==> src/rtl/uart_pkg.sv <==
// Shared UART definitions: line-state encoding, parity modes and a parity helper.
// Intended for use by both the transmitter and a future receiver.
package uart_pkg;

    typedef enum logic [2:0] {
        StIdle,
        StStart,
        StData,
        StParity,
        StStop
    } uart_state_t;

    localparam int unsigned PAR_NONE = 0;
    localparam int unsigned PAR_ODD  = 1;
    localparam int unsigned PAR_EVEN = 2;

    // Widest legal data word; narrower words are zero-extended before the parity reduction.
    localparam int unsigned MAX_W = 9;

    function automatic logic parity_bit(input logic [MAX_W-1:0] word, input int unsigned mode);
        logic ones_odd;
        ones_odd = ^word;
        return (mode == PAR_ODD) ? ~ones_odd : ones_odd;
    endfunction

endpackage

==> src/rtl/uart_tx.sv <==
// UART transmitter: one-entry holding register behind valid/ready, LSB-first framing with
// optional parity and one or two stop bits, advancing one bit per cke strobe.
module uart_tx
    import uart_pkg::*;
#(
    parameter int unsigned W      = 8,
    parameter int unsigned PARITY = 0,
    parameter int unsigned STOP   = 1
) (
    input  logic         clk,
    input  logic         rst,
    input  logic         cke,
    input  logic [W-1:0] data,
    input  logic         valid,
    output logic         ready,
    output logic         tx,
    output logic         busy
);

    localparam int unsigned IdxW = $clog2(W);
    localparam logic [IdxW-1:0] LastIdx = IdxW'(W - 1);
    localparam logic LastStop = (STOP == 2);

    if (W < 5 || W > 9) begin : g_bad_w
        $error("uart_tx: W must be in 5..9");
    end
    if (PARITY > PAR_EVEN) begin : g_bad_parity
        $error("uart_tx: PARITY must be 0, 1 or 2");
    end
    if (STOP < 1 || STOP > 2) begin : g_bad_stop
        $error("uart_tx: STOP must be 1 or 2");
    end

    uart_state_t     state_q, state_d;
    logic [W-1:0]    hold_q, hold_d;
    logic            hold_full_q, hold_full_d;
    logic [W-1:0]    shift_q, shift_d;
    logic [IdxW-1:0] idx_q, idx_d;
    logic            stop_q, stop_d;
    logic            par_q, par_d;
    logic            tx_q, tx_d;
    logic            accept;
    logic            load;

    always_ff @(posedge clk) begin
        if (rst) begin
            state_q     <= StIdle;
            hold_q      <= '0;
            hold_full_q <= 1'b0;
            shift_q     <= '0;
            idx_q       <= '0;
            stop_q      <= 1'b0;
            par_q       <= 1'b0;
            tx_q        <= 1'b1;
        end else begin
            state_q     <= state_d;
            hold_q      <= hold_d;
            hold_full_q <= hold_full_d;
            shift_q     <= shift_d;
            idx_q       <= idx_d;
            stop_q      <= stop_d;
            par_q       <= par_d;
            tx_q        <= tx_d;
        end
    end

    always_comb begin
        state_d = state_q;
        if (cke) begin
            unique case (state_q)
                StIdle: begin
                    if (hold_full_q) state_d = StStart;
                end
                StStart: state_d = StData;
                StData: begin
                    if (idx_q == LastIdx) begin
                        state_d = (PARITY != PAR_NONE) ? StParity : StStop;
                    end
                end
                StParity: state_d = StStop;
                StStop: begin
                    if (stop_q == LastStop) begin
                        state_d = hold_full_q ? StStart : StIdle;
                    end
                end
                default: state_d = StIdle;
            endcase
        end
    end

    // StStart is only ever entered from a load, so a fresh entry marks the load cycle.
    assign load   = (state_d == StStart) && (state_q != StStart);
    assign accept = valid && !hold_full_q;

    always_comb begin
        hold_d      = hold_q;
        hold_full_d = hold_full_q;
        shift_d     = shift_q;
        idx_d       = idx_q;
        stop_d      = stop_q;
        par_d       = par_q;
        tx_d        = tx_q;

        if (accept) begin
            hold_d      = data;
            hold_full_d = 1'b1;
        end else if (load) begin
            hold_full_d = 1'b0;
        end

        if (load) begin
            shift_d = hold_q;
            par_d   = parity_bit(MAX_W'(hold_q), PARITY);
            tx_d    = 1'b0;
        end else if (cke) begin
            unique case (state_q)
                StStart: begin
                    tx_d    = shift_q[0];
                    shift_d = shift_q >> 1;
                    idx_d   = '0;
                end
                StData: begin
                    if (idx_q != LastIdx) begin
                        idx_d   = idx_q + 1'b1;
                        tx_d    = shift_q[0];
                        shift_d = shift_q >> 1;
                    end else if (PARITY != PAR_NONE) begin
                        tx_d = par_q;
                    end else begin
                        tx_d   = 1'b1;
                        stop_d = 1'b0;
                    end
                end
                StParity: begin
                    tx_d   = 1'b1;
                    stop_d = 1'b0;
                end
                StStop: begin
                    if (stop_q != LastStop) begin
                        stop_d = 1'b1;
                    end else begin
                        tx_d = 1'b1;
                    end
                end
                default: tx_d = 1'b1;
            endcase
        end
    end

    assign tx    = tx_q;
    assign ready = !hold_full_q;
    assign busy  = (state_q != StIdle) || hold_full_q;

endmodule

==> config.mk <==
export PLATFORM = sky130hd
export DESIGN_NAME = uart_tx
export DESIGN_NICKNAME = d
export VERILOG_FILES = /design/src/rtl/uart_pkg.sv /design/src/rtl/uart_tx.sv
export SDC_FILE = /design/constraint.sdc
export NUM_CORES = 1
export LEC_CHECK = 0
export ABC_AREA = 1
export CAP_MARGIN = 5
export CORE_UTILIZATION = 47
export DETAILED_ROUTE_END_ITERATION = 7
export HOLD_SLACK_MARGIN = 0.1
export PLACE_DENSITY = 0.85
export SETUP_SLACK_MARGIN = 0.1
export SLEW_MARGIN = 20
export SYNTH_ARGS = -nofsm -noshare
export SYNTH_HDL_FRONTEND = slang
export SYNTH_SLANG_ARGS = --single-unit
==> constraint.sdc <==
create_clock -name clk -period 1.5 [get_ports clk]
set_clock_uncertainty 0.2 [all_clocks]
set_input_delay 0.3 -clock clk [delete_from_list [all_inputs] [get_ports clk]]
set_output_delay 0.3 -clock clk [all_outputs]
set_load 0.05 [all_outputs]
**Word level (Yosys, flattened, before mapping)**

Cells that the tools add are included.

- Add/subtract/negate cells: 1
- Eq/ne operators: 12
- Multiplexer cells: 22
- Bitwise logic cells: 1
- Reduce and logical (&&, ||, !) cells: 15

Operator list:

| operator | count |
|---|---|
| $mux 8 | 3 |
| $pmux 8 s2 | 1 |
| $mux 3 | 5 |
| $pmux 3 s5 | 1 |
| $mux 1 | 9 |
| $ne 3x3->1 const B | 3 |
| $reduce_bool 3->1 | 3 |
| $reduce_and 4->1 | 2 |
| $eq 3x1->1 const B | 2 |
| $eq 3x2->1 const B | 2 |
| $eq 3x3->1 const B | 2 |
| $pmux 1 s3 | 2 |
| $pmux 3 s2 | 1 |
| $reduce_bool 2->1 | 3 |
| $ne 2x2->1 const B | 2 |
| $add 3x1->3 const B | 1 |
| $logic_not 3->1 | 1 |
| $ne 3x1->1 const B | 1 |
| $reduce_and 3->1 | 1 |
| $logic_and 1x1->1 | 2 |
| $reduce_and 2->1 | 1 |
| $logic_not 1->1 | 1 |
| $logic_or 1x1->1 | 1 |
| $not 1->1 | 1 |

- Bits in registers: 25
- Bits of input ports: 12
- Output and inout port bits: 3
- Logic and storage cells: 58

**Longest topological paths before layout**

- Depth after elaboration: 8
- Mapped depth: 11
- Gate-level depth less buffers: 10

**Worst setup path before layout**

No wires, ideal clock.

- Kind: register to output
- From: reg hold_full_q
- To: out busy
- Data arrival time: 1165 ps
- Data required time: 1000 ps
- Setup slack: -165 ps
- Cell stages (with the launch flop): 3
- Path buffers: 0
- Path through: dfxtp_1 inv_1 nand3_1

- Cells in the longest elaborated chain, start to end: 1

RTL lines:

| what | RTL line | text |
|---|---|---|
| start: declaration | uart_tx.sv:36 | `logic hold_full_q, hold_full_d;` |
| start signal: assignment | uart_tx.sv:58 | `hold_full_q <= hold_full_d;` |
| $logic_or 1x1->1 | uart_tx.sv:152 | `assign busy = (state_q != StIdle) \|\| hold_full_q;` |
| end: declaration | uart_tx.sv:17 | `output logic busy` |

Every way passes these cells.

**Worst setup path in the final report**

Ends and elaborated chain as after synthesis.

==> flow_summary.toml <==
[floorplan]
die_width_um = 49.9
start_util_pct = 52.4
ios = 15
dieArea_mm2 = 0.00249
fp.coreArea_mm2 = 0.00206
dieHeight_um = 49.9
rows = 16

[global_routing]
grt_pass1_wl_um = 3910
grt_max_degree = 14
grt_antenna_before_repair = 0
gr-usage-all-layers_pct = 20.8
gr-total-overflow = 0
grt_pass1_vias = 962

[yosys]
yosys.cell_types.count = 19
yosys_most_used_dff = "dfxtp_1"
ys_seq_area_share_pct = 44.5
synth_area_mm2 = 0.00108
synth-edff-count = 0
synth_area_leaders = "dfxtp_1 (44%), nor2_1 (13%), nand2_1 (11%)"
syn_avg_cell_area_um2 = 7.06
yosysTopAreaCell = "dfxtp_1"
synth_nets = 167
synthCells = 153
async_flop_share_pct = 0
ys_ff_latch = 24
synth_top_area_share_pct = 44.5
yosys_warnings = 0

[power_and_ir_drop]
p_switching_mw = 0.364
p_leak_nw = 0.631
swShare_pct = 27.6
ir_drop_mv = 0.674
p_comb_share_pct = 21.9
power_density_mw_per_mm2 = 862
p_int_mw = 0.954
clkPwrFrac_pct = 25.3
p_seq_share_pct = 52.7
p_total_mw = 1.32

[hold_path]
min-delay-path-class = "flop to flop"

[finish]
area_growth_pct = 41.6
final_cell_area_mm2 = 0.00153
final_common_cell = "nor2_1"
utilization_pct = 74.2
final_cells = 207
nNetsFinal = 195
diodes = 0
drive_gt1_share_pct = 28.3
final_cell_mix = "nor2_1 (32), nand2_1 (29), dfxtp_1 (18), buf_4 (12)"

[setup_path]
required_ns = 1.00
crit_type = "flop to output pin"
cp.arrival_ns = 1.06
critPathCaptureType = "output pin"
critPathMaxFanout = 3
start_kind = "flop"

[drt]
drtIter0Drc = 12
routed_wl_um = 2320
routedWlPerCell_um = 11.2
avgViaCountPerCell = 5.04
num_vias = 1044
drc = 0
first_pass_iters = 4
ant_nets = 0

[sta]
setup_ws_ns = -0.0582
max_slew_margin_pct = 75.4
worst_pin_slew_ns = 0.369
final_max_slew_viol_count = 0
fin_crit_sh_pct = 104
max_freq_mhz = 642
setup_violations = 9
rsz0062_at_grt = "true"
final.min_clock_period_ns = 1.56
hold_viol_final = 0

[clock_tree]
cts_sinks = 24
cts_hold_buf = 0
clk_latency_ns = 0.31
clk_path_buf_depth = 2
cts_tree = "yes"
cts_root_buf = "clkbuf_4"
cts-buffers-inserted = 3
path_clk_slew_ns = 0.13
htree_levels = 1

[status]
status = "finished with violations"
violations = "setup timing"

[placed_design]
portBuffers = 14
place_hpwl_um = 1580
gp_congestion = 0.746
pre_cts_ws_ns = -0.321
dp_cells = 195
placed_area_mm2 = 0.00134

[job]
cap_violations = 0
[cells in the mapped netlist (2+ instances only)]
library cell,number
nand2_2,2
dfxtp_1,24
a21oi_1,11
ha_1,2
buf_6,2
inv_1,10
o21ai_0,12
nand2_1,32
nor2_1,37
nand3_1,12
[power by group through the flow]
stage | clock network (mW) | logic, mW | registers [mW]
5_1_grt | 0.369 | 0.314 | 0.700
2_1_floorplan | 0 | 0.136 | 0.713
3_3_place_gp | 0 | 0.229 | 0.712
4_1_cts | 0.343 | 0.267 | 0.693
3_5_place_dp | 0 | 0.236 | 0.714
6_report | 0.334 | 0.289 | 0.695
[critical path, cell delays in order (launching register included)]
cell and delay, ns:
dfxtp_4 0.38, clkinvlp_4 0.12, nand3_2 0.11, buf_12 0.14
[layer usage]
layer,vias to the layer above,track usage [%],routed length [µm]
li1,539,-,-
met1,479,20.9,963
met2,21,41.2,1230
met3,5,3.09,87
met4,0,9.05,38
met5,-,0,0
[what timing repair did]
item	CTS	global route
setup buffers	5	3
setup endpoints to repair	15	24
pin swaps	9	4
gates cloned	0	0
gates resized for setup	17	9
[cell families after synthesis]
family / Yosys count / share of synthesized area [%]
flops: 24 / 44.5
fa+ha+maj: 2 / 2.32
buf+inv: 17 / 7.76
simple gates: 86 / 34.3
compound gates: 24 / 11.1
[flip-flops by register name (all words and copies together), names as in the netlist]
register / cells
hold_full_q: 1
hold_q: 8
idx_q: 3
shift_q: 8
state_q: 3
tx: 1
[per-stage QoR]
step / hold WS (ns) / setup TNS (ns)
after CTS: 0.287 / -0.358
final: 0.286 / -0.280
after floorplan: 0.162 / -0.335
after detailed placement: 0.269 / -3.46
after global routing: 0.309 / -1.16
after global placement: 0.261 / -3.02
[final timing paths]
path	slack (ns)	depth (start not counted)	from	end
worst max-delay path	-0.06	3	hold_full_q	busy
worst min-delay path	0.29	2	hold_q[7]	shift_q[7]
worst max register to register	-0.05	9	idx_q[0]	tx
worst min register to register	0.29	2	hold_q[7]	shift_q[7]
[final cells by class]
| cell class | count | area (µm²) |
|---|---|---|
| well taps | 27 | 33.8 |
| multi-input cells | 112 | 627 |
| inverters | 12 | 53.8 |
| fillers | 167 | 533 |
| clock buffers | 4 | 36.3 |
| flip-flops and latches | 24 | 495 |
| repair buffers | 28 | 283 |
(Power assumes the default switching activity.)
